**config.mk**
```make
export PLATFORM = sky130hd
export DESIGN_NAME = control_unit
export DESIGN_NICKNAME = d
export VERILOG_FILES = /design/src/rtl/cpu_pkg.sv /design/src/rtl/mem_wait_ctr.sv /design/src/rtl/control_unit.sv
export SDC_FILE = /design/constraint.sdc
export NUM_CORES = 1
export LEC_CHECK = 0
export ABC_AREA = 1
export CAP_MARGIN = 25
export CORE_MARGIN = 1
export CORE_UTILIZATION = 36
export DETAILED_ROUTE_END_ITERATION = 12
export PLACE_DENSITY = 0.78
export SETUP_SLACK_MARGIN = 0.4
export SLEW_MARGIN = 20
export SYNTH_ARGS = -nofsm -noshare
export SYNTH_HDL_FRONTEND = slang
export SYNTH_SLANG_ARGS = --single-unit
```
**constraint.sdc**
```tcl
create_clock -name clk -period 2.04 [get_ports clk]
set_clock_uncertainty 0.05 [all_clocks]
set_input_delay 0.204 -clock clk [delete_from_list [all_inputs] [get_ports clk]]
set_output_delay 0.204 -clock clk [all_outputs]
set_load 0.01 [all_outputs]
```
**src/rtl/cpu_pkg.sv**
```systemverilog
// Shared opcode, ALU-code and state definitions for the Datapath2 control unit,
// plus the opcode-to-ALU-operation mapping used by the R/I-type execute steps.
package cpu_pkg;

  localparam logic [4:0] OP_LD   = 5'd0;
  localparam logic [4:0] OP_LDI  = 5'd1;
  localparam logic [4:0] OP_ST   = 5'd2;
  localparam logic [4:0] OP_ADD  = 5'd3;
  localparam logic [4:0] OP_SUB  = 5'd4;
  localparam logic [4:0] OP_SHR  = 5'd5;
  localparam logic [4:0] OP_SHL  = 5'd6;
  localparam logic [4:0] OP_ROR  = 5'd7;
  localparam logic [4:0] OP_ROL  = 5'd8;
  localparam logic [4:0] OP_AND  = 5'd9;
  localparam logic [4:0] OP_OR   = 5'd10;
  localparam logic [4:0] OP_ADDI = 5'd11;
  localparam logic [4:0] OP_ANDI = 5'd12;
  localparam logic [4:0] OP_ORI  = 5'd13;
  localparam logic [4:0] OP_MUL  = 5'd14;
  localparam logic [4:0] OP_DIV  = 5'd15;
  localparam logic [4:0] OP_NEG  = 5'd16;
  localparam logic [4:0] OP_NOT  = 5'd17;
  localparam logic [4:0] OP_BR   = 5'd18;
  localparam logic [4:0] OP_JR   = 5'd19;
  localparam logic [4:0] OP_IN   = 5'd21;
  localparam logic [4:0] OP_OUT  = 5'd22;
  localparam logic [4:0] OP_MFLO = 5'd23;
  localparam logic [4:0] OP_MFHI = 5'd24;
  localparam logic [4:0] OP_NOP  = 5'd25;
  localparam logic [4:0] OP_HALT = 5'd26;

  localparam logic [4:0] ALU_ADD   = 5'd0;
  localparam logic [4:0] ALU_SUB   = 5'd1;
  localparam logic [4:0] ALU_AND   = 5'd2;
  localparam logic [4:0] ALU_OR    = 5'd3;
  localparam logic [4:0] ALU_SHR   = 5'd4;
  localparam logic [4:0] ALU_SHL   = 5'd5;
  localparam logic [4:0] ALU_ROR   = 5'd6;
  localparam logic [4:0] ALU_ROL   = 5'd7;
  localparam logic [4:0] ALU_MUL   = 5'd8;
  localparam logic [4:0] ALU_DIV   = 5'd9;
  localparam logic [4:0] ALU_NEG   = 5'd10;
  localparam logic [4:0] ALU_NOT   = 5'd11;
  localparam logic [4:0] ALU_INCPC = 5'd12;

  // T0..T7 are contiguous so a plain increment walks the step sequence.
  typedef enum logic [3:0] {
    ST_IDLE = 4'd0,
    ST_T0   = 4'd1,
    ST_T1   = 4'd2,
    ST_T2   = 4'd3,
    ST_T3   = 4'd4,
    ST_T4   = 4'd5,
    ST_T5   = 4'd6,
    ST_T6   = 4'd7,
    ST_T7   = 4'd8,
    ST_HALT = 4'd9
  } state_e;

  function automatic logic [4:0] alu_code(input logic [4:0] op);
    logic [4:0] code;
    case (op)
      OP_ADD, OP_ADDI: code = ALU_ADD;
      OP_SUB:          code = ALU_SUB;
      OP_AND, OP_ANDI: code = ALU_AND;
      OP_OR, OP_ORI:   code = ALU_OR;
      OP_SHR:          code = ALU_SHR;
      OP_SHL:          code = ALU_SHL;
      OP_ROR:          code = ALU_ROR;
      OP_ROL:          code = ALU_ROL;
      OP_MUL:          code = ALU_MUL;
      OP_DIV:          code = ALU_DIV;
      OP_NEG:          code = ALU_NEG;
      OP_NOT:          code = ALU_NOT;
      default:         code = ALU_ADD;
    endcase
    return code;
  endfunction

endpackage

```
**src/rtl/mem_wait_ctr.sv**
```systemverilog
// Loadable down-counter that stretches a memory step by MEM_WAIT extra cycles;
// o_done is high once the count has run out.
module mem_wait_ctr #(
  parameter int unsigned MEM_WAIT = 32'd0
) (
  input  logic clk,
  input  logic clr,
  input  logic i_load,
  input  logic i_en,
  output logic o_done
);

  localparam logic [2:0] LP_WAIT = 3'(MEM_WAIT);

  logic [2:0] r_cnt;

  // Reload outside memory steps, count down while a memory step is held.
  always_ff @(posedge clk or negedge clr) begin
    if (!clr) begin
      r_cnt <= 3'd0;
    end else if (i_load) begin
      r_cnt <= LP_WAIT;
    end else if (i_en && (r_cnt != 3'd0)) begin
      r_cnt <= r_cnt - 3'd1;
    end else begin
      r_cnt <= r_cnt;
    end
  end

  assign o_done = (r_cnt == 3'd0);

endmodule

```
**src/rtl/control_unit.sv**
```systemverilog
// Hardwired Moore control sequencer for Datapath2: every strobe is decoded from
// the registered T-step state together with the opcode in ir and con_ff.
module control_unit #(
  parameter int unsigned MEM_WAIT = 32'd0
) (
  input  logic        clk,
  input  logic        clr,
  input  logic [31:0] ir,
  input  logic        con_ff,
  input  logic        stop,
  output logic        PCout,
  output logic        Zhighout,
  output logic        Zlowout,
  output logic        MDRout,
  output logic        HIout,
  output logic        LOout,
  output logic        InPortout,
  output logic        BAout,
  output logic        Cout,
  output logic        Rout,
  output logic        PCin,
  output logic        MARin,
  output logic        MDRin,
  output logic        IRin,
  output logic        Yin,
  output logic        Zin,
  output logic        HIin,
  output logic        LOin,
  output logic        Rin,
  output logic        CONin,
  output logic        OutportIn,
  output logic        Gra,
  output logic        Grb,
  output logic        Grc,
  output logic        Read,
  output logic        Write,
  output logic [4:0]  ALU_Control,
  output logic        run,
  output logic        illegal_op
);

  import cpu_pkg::*;

  state_e     r_state;
  state_e     w_next;
  logic [4:0] w_op;
  logic       w_mem;
  logic       w_done;
  logic       w_last;
  logic       w_halt;
  logic       w_bad;
  logic       w_unused_ir;

  assign w_op        = ir[31:27];
  assign w_unused_ir = ^ir[26:0];

  mem_wait_ctr #(
    .MEM_WAIT (MEM_WAIT)
  ) u_mem_wait_ctr (
    .clk    (clk),
    .clr    (clr),
    .i_load (~w_mem),
    .i_en   (w_mem),
    .o_done (w_done)
  );

  // State register; clr low drops straight back to idle, abandoning any instruction.
  always_ff @(posedge clk or negedge clr) begin
    if (!clr) begin
      r_state <= ST_IDLE;
    end else begin
      r_state <= w_next;
    end
  end

  // Strobe decode and next-step selection.
  always_comb begin
    {PCout, Zhighout, Zlowout, MDRout, HIout, LOout, InPortout, BAout, Cout, Rout,
     PCin, MARin, MDRin, IRin, Yin, Zin, HIin, LOin, Rin, CONin, OutportIn,
     Gra, Grb, Grc, Read, Write, run, illegal_op} = 28'd0;
    ALU_Control = 5'd0;
    w_mem       = 1'b0;
    w_last      = 1'b0;
    w_halt      = 1'b0;
    w_bad       = 1'b0;
    w_next      = r_state;

    case (r_state)
      ST_IDLE, ST_HALT: ;
      ST_T0: begin
        run = 1'b1; PCout = 1'b1; MARin = 1'b1; Zin = 1'b1; ALU_Control = ALU_INCPC;
      end
      ST_T1: begin
        run = 1'b1; Zlowout = 1'b1; PCin = 1'b1; Read = 1'b1; MDRin = w_done; w_mem = 1'b1;
      end
      ST_T2: begin
        run = 1'b1; MDRout = 1'b1; IRin = 1'b1;
      end
      ST_T3, ST_T4, ST_T5, ST_T6, ST_T7: begin
        run = 1'b1;
        case (w_op)
          OP_ADD, OP_SUB, OP_AND, OP_OR, OP_SHR, OP_SHL, OP_ROR, OP_ROL,
          OP_ADDI, OP_ANDI, OP_ORI: begin
            case (r_state)
              ST_T3: begin Grb = 1'b1; Rout = 1'b1; Yin = 1'b1; end
              ST_T4: begin
                Zin = 1'b1; ALU_Control = alu_code(w_op);
                if (w_op >= OP_ADDI) begin
                  Cout = 1'b1;
                end else begin
                  Grc = 1'b1; Rout = 1'b1;
                end
              end
              default: begin Zlowout = 1'b1; Gra = 1'b1; Rin = 1'b1; w_last = 1'b1; end
            endcase
          end
          OP_LDI, OP_LD, OP_ST: begin
            case (r_state)
              ST_T3: begin Grb = 1'b1; BAout = 1'b1; Yin = 1'b1; end
              ST_T4: begin Cout = 1'b1; ALU_Control = ALU_ADD; Zin = 1'b1; end
              ST_T5: begin
                Zlowout = 1'b1;
                if (w_op == OP_LDI) begin
                  Gra = 1'b1; Rin = 1'b1; w_last = 1'b1;
                end else begin
                  MARin = 1'b1;
                end
              end
              ST_T6: begin
                if (w_op == OP_ST) begin
                  Gra = 1'b1; Rout = 1'b1; MDRin = 1'b1;
                end else begin
                  Read = 1'b1; MDRin = w_done; w_mem = 1'b1;
                end
              end
              default: begin
                w_last = 1'b1;
                if (w_op == OP_ST) begin
                  Write = 1'b1; w_mem = 1'b1;
                end else begin
                  MDRout = 1'b1; Gra = 1'b1; Rin = 1'b1;
                end
              end
            endcase
          end
          OP_MUL, OP_DIV: begin
            case (r_state)
              ST_T3: begin Gra = 1'b1; Rout = 1'b1; Yin = 1'b1; end
              ST_T4: begin Grb = 1'b1; Rout = 1'b1; ALU_Control = alu_code(w_op); Zin = 1'b1; end
              ST_T5: begin Zlowout = 1'b1; LOin = 1'b1; end
              default: begin Zhighout = 1'b1; HIin = 1'b1; w_last = 1'b1; end
            endcase
          end
          OP_NEG, OP_NOT: begin
            case (r_state)
              ST_T3: begin Grb = 1'b1; Rout = 1'b1; ALU_Control = alu_code(w_op); Zin = 1'b1; end
              default: begin Zlowout = 1'b1; Gra = 1'b1; Rin = 1'b1; w_last = 1'b1; end
            endcase
          end
          OP_BR: begin
            case (r_state)
              ST_T3: begin Gra = 1'b1; Rout = 1'b1; CONin = 1'b1; end
              ST_T4: begin PCout = 1'b1; Yin = 1'b1; end
              ST_T5: begin Cout = 1'b1; ALU_Control = ALU_ADD; Zin = 1'b1; end
              default: begin Zlowout = 1'b1; PCin = con_ff; w_last = 1'b1; end
            endcase
          end
          OP_JR:   begin Gra = 1'b1; Rout = 1'b1; PCin = 1'b1; w_last = 1'b1; end
          OP_IN:   begin InPortout = 1'b1; Gra = 1'b1; Rin = 1'b1; w_last = 1'b1; end
          OP_OUT:  begin Gra = 1'b1; Rout = 1'b1; OutportIn = 1'b1; w_last = 1'b1; end
          OP_MFHI: begin HIout = 1'b1; Gra = 1'b1; Rin = 1'b1; w_last = 1'b1; end
          OP_MFLO: begin LOout = 1'b1; Gra = 1'b1; Rin = 1'b1; w_last = 1'b1; end
          OP_NOP:  w_last = 1'b1;
          OP_HALT: w_halt = 1'b1;
          default: begin illegal_op = 1'b1; w_last = 1'b1; end
        endcase
      end
      default: w_bad = 1'b1;
    endcase

    if (w_bad) begin
      w_next = ST_IDLE;
    end else if ((r_state == ST_HALT) || w_halt) begin
      w_next = ST_HALT;
    end else if (w_mem && !w_done) begin
      w_next = r_state;
    end else if (w_last) begin
      w_next = stop ? ST_HALT : ST_T0;
    end else begin
      w_next = state_e'(r_state + 4'd1);
    end
  end

endmodule

```
==> key figures <==
Place
  – DP HPWL: 3.90 mm
  – Placed cell count: 384
  – I/O Buffers: 40
  – RePlAce Congestion: about 0.92
  – Place WS: -0.652 ns
  – Placed inst area: about 2400 µm²

Route
  – Vias per Instance: around 6.2
  – Residual DRC count: 0
  – DRT Wirelength: between 8 and 9 mm
  – First DRT Iteration DRCs: 324
  – Post-route ant nets: 0
  – Avg WL per Cell: 21.0 µm
  – Number of detailed-route iterations in the first pass: 6
  – Vias: between 2,000 and 3,000

STA
  – Slew Limit Fails: 0
  – RSZ-0062 raised after global routing: yes
  – Worst-Margin Slew: roughly 0.60 ns
  – Worst setup margin: -0.295 ns
  – Normalized max-slew margin: approximately 60%
  – Tcrit/Tclk final: 114%
  – Fin. Hold Viols: 0
  – Endpoints failing setup: 28
  – Fin crit period: roughly 2.3 ns
  – Fmax: around 0.43 GHz

Final layout
  – Nets@finish: 420
  – Antenna diode count: 0
  – Area Growth Syn to Fin: 135%
  – Multi-input gate area: approximately 1500 µm²
  – Storage cell area: 176 µm²
  – # fillers: about 150
  – Final instance area: ~3100 µm²
  – Layout cell share with drive strength beyond 1: roughly two thirds
  – Final Non-Filler Cells: between 400 and 500
  – Finished Core Util: 89.6%

Floorplanning
  – I/O pins: 69
  – Num rows: 21
  – Initial Utilization: between 30% and 40%
  – Die Area: between 3000 and 4000 µm²
  – Die Span Y: slightly above 60 µm
  – Die X-Extent: 62.2 µm
  – Core area: between 3000 and 4000 µm²

Clock network
  – Root Driver: clkbuf_4
  – CTS tree: yes
  – Clock buffer depth: 2
  – Clock sink total: 7
  – H-tree levels: 1
  – Clock latency at the later pin of the worst-skew pair: ~0.26 ns
  – Total CTS buffers: 3
  – Reg clk slew, reported paths: 0.06 ns

Synthesis
  – Avg Cell Area, Syn: approximately 5.6 µm²
  – Synthesized instance count: between 200 and 250
  – Ys flop type: dfrtp_1
  – Syn nets: around 270
  – Library cells used by synthesis: 37
  – Synth warn: 0
  – Yosys top cell by area: nand2_1
  – Largest cells by area after synthesis: nand2_1 (15%), dfrtp_1 (13%), inv_1 (9.2%)
  – Synthesized area: 1300 µm²
  – Seq/Total Area, Yosys: 13.4%
  – #FFs+latches synth: 7
  – Area share of the largest cell type after synthesis: 14.7%
  – Number of synthesized flops with an enable pin: 0
  – Async set-reset flop share out of synthesis: 100%

Pwr
  – Clk pwr share: 25.9%
  – Overall power: 523 µW
  – Switching Share: 39.3%
  – Worst vdd ir: 0.299 mV
  – Logic pwr share: 47.5%
  – Pleak: about 0.0017 µW
  – Sw Pwr: ~210 µW
  – Pwr Density: 171 nW/µm²
  – Sequential share of power: 26.6%
  – Int Power: between 300 and 400 µW

Critical path
  – CP startpoint: r_state[0]$_DFFE_PN0P_
  – Crit Path Max Fanout: 5
  – Setup Crit Path Kind: flip-flop to flip-flop
  – Startpoint Class: flip-flop
  – R2r startpoint: r_state[0]$_DFFE_PN0P_
  – Worst EP arrival: ~2.4 ns
  – Crit. End Element: flip-flop
  – Crit path required time: around 2.1 ns

GRT
  – Total track usage: roughly a third
  – Largest net degree at the start of global routing: 14
  – Met2 Usage GRT: between 50 and 60%
  – Met3 global-route usage: 6.43%
  – First-pass GRT wire length: a little under 10 mm
  – Total grt overflow: 0
  – GR peak layer: met2
  – Number of global-route vias before repair: around 2,200
  – Antenna violations before repair: 0
  – M1 GR Usage: between 40% and 50%

Hold path
  – Hold crit path type: primary input to async pin

Run status
  – Outcome: finished with violations
  – Failing checks: negative setup slack

Flow run
  – Max-cap violations: 0
cells by family after synthesis:
family / count (synthesis) / share of synthesized area, %
other: 1 / 0.288
flip-flops: 7 / 13.4
AO/OA/AOI/OAI: 38 / 17.7
buffers and inverters: 42 / 13.0
XOR/XNOR: 2 / 1.34
adder cells (fa/ha/maj): 7 / 6.72
AND/OR/NAND/NOR: 134 / 47.6
synth_stat cells (2+ instances only):
cell type,n
o21a_1,2
buf_4,2
nor3_1,12
dfrtp_1,7
o21ai_0,13
o211ai_1,2
a21oi_1,7
nand3_1,20
o21ai_1,3
nand4_1,3
inv_1,32
ha_1,7
buf_2,2
nor2_2,4
nor4_1,4
nor2_4,2
o22ai_1,5
o21ai_2,2
inv_2,3
nand2_1,51
nor2_1,32
per-stage QoR:
step | setup TNS, ns | hold slack (ns)
floorplan | 0 | -0.142
global placement | -12.82 | 0.422
detailed placement | -14.06 | 0.416
CTS | -0.699 | 0.159
global route | -6.30 | 0.173
finish | -4.45 | 0.172
power groups by stage:
stage               clock network [µW]  logic, µW  registers [µW]
global placement                     0        165             141
detailed placement                   0        167             141
global route                       149        258             139
finish                             136        248             139
CTS                                128        195             139
floorplan                            0       74.4             141
what timing repair did:
action | CTS | global route
pin swaps | 21 | 36
hold endpoints to repair | 0 | 0
resized for setup | 206 | 97
hold buffers | 0 | 0
endpoints found under the setup margin | 39 | 39
setup buffers | 19 | 15
metal layers:
layer  vias to the layer above  share of wire [%]
met3                        91                 13
li1                       1056                  -
met4                         0                7.8
met2                       277                 44
met1                      1198                 35
met5                         -                  0
worst max-delay path, cell delays in order, from the launching register on:
cell	delay, ns
dfrtp_2	0.47
buf_6	0.15
ha_4	0.16
o21ai_4	0.19
nand2_4	0.12
nor2_4	0.24
buf_6	0.14
o21ai_2	0.06
nor2_2	0.22
nand3_4	0.14
inv_4	0.10
nor2_4	0.04
nand2_1	0.07
nand2_1	0.07
worst paths after layout:
kind,end,slack (ns),cells past startpoint
max in group asynchronous,r_state[0]$_DFFE_PN0P_,1.47,1
min reg2reg,u_mem_wait_ctr.r_cnt[0]$_DFFE_PN0P_,0.49,1
min,u_mem_wait_ctr.r_cnt[2]$_DFFE_PN0P_,0.17,1
max,r_state[3]$_DFFE_PN0P_,-0.29,13
min in group clk,u_mem_wait_ctr.r_cnt[0]$_DFFE_PN0P_,0.49,1
max reg2reg,r_state[3]$_DFFE_PN0P_,-0.29,13
registers in the layout (all words and copies together) (netlist names):
register / cells
r_state: 4
u_mem_wait_ctr.r_cnt: 3
cell usage in the layout (no fill, tap or decap), types with 3 or more instances in the layout:
cell type,count
o22ai_1,3
buf_2,25
inv_2,7
inv_1,19
nand4_1,3
inv_4,8
clkdlybuf4s50_1,3
a21oi_1,4
ha_4,4
dfrtp_1,6
nor3_4,3
nor2_2,6
o21ai_2,10
nor2_4,15
buf_6,34
o21ai_1,5
ha_1,3
nand3_1,15
clkbuf_4,3
nor4_4,3
nand3_2,4
nand2_2,13
nor2_1,17
nand2_4,10
nand2_1,29
nor3_1,7
buf_4,82
layout make-up:
type	count	share of cell area (%)
clock buffer	4	0.859
inverter	36	5.24
multi-input combinational	182	47.7
sequential	7	5.77
tap	46	1.88
timing repair buffer	147	38.5
No activity file was read; power rests on OpenSTA's default activity.
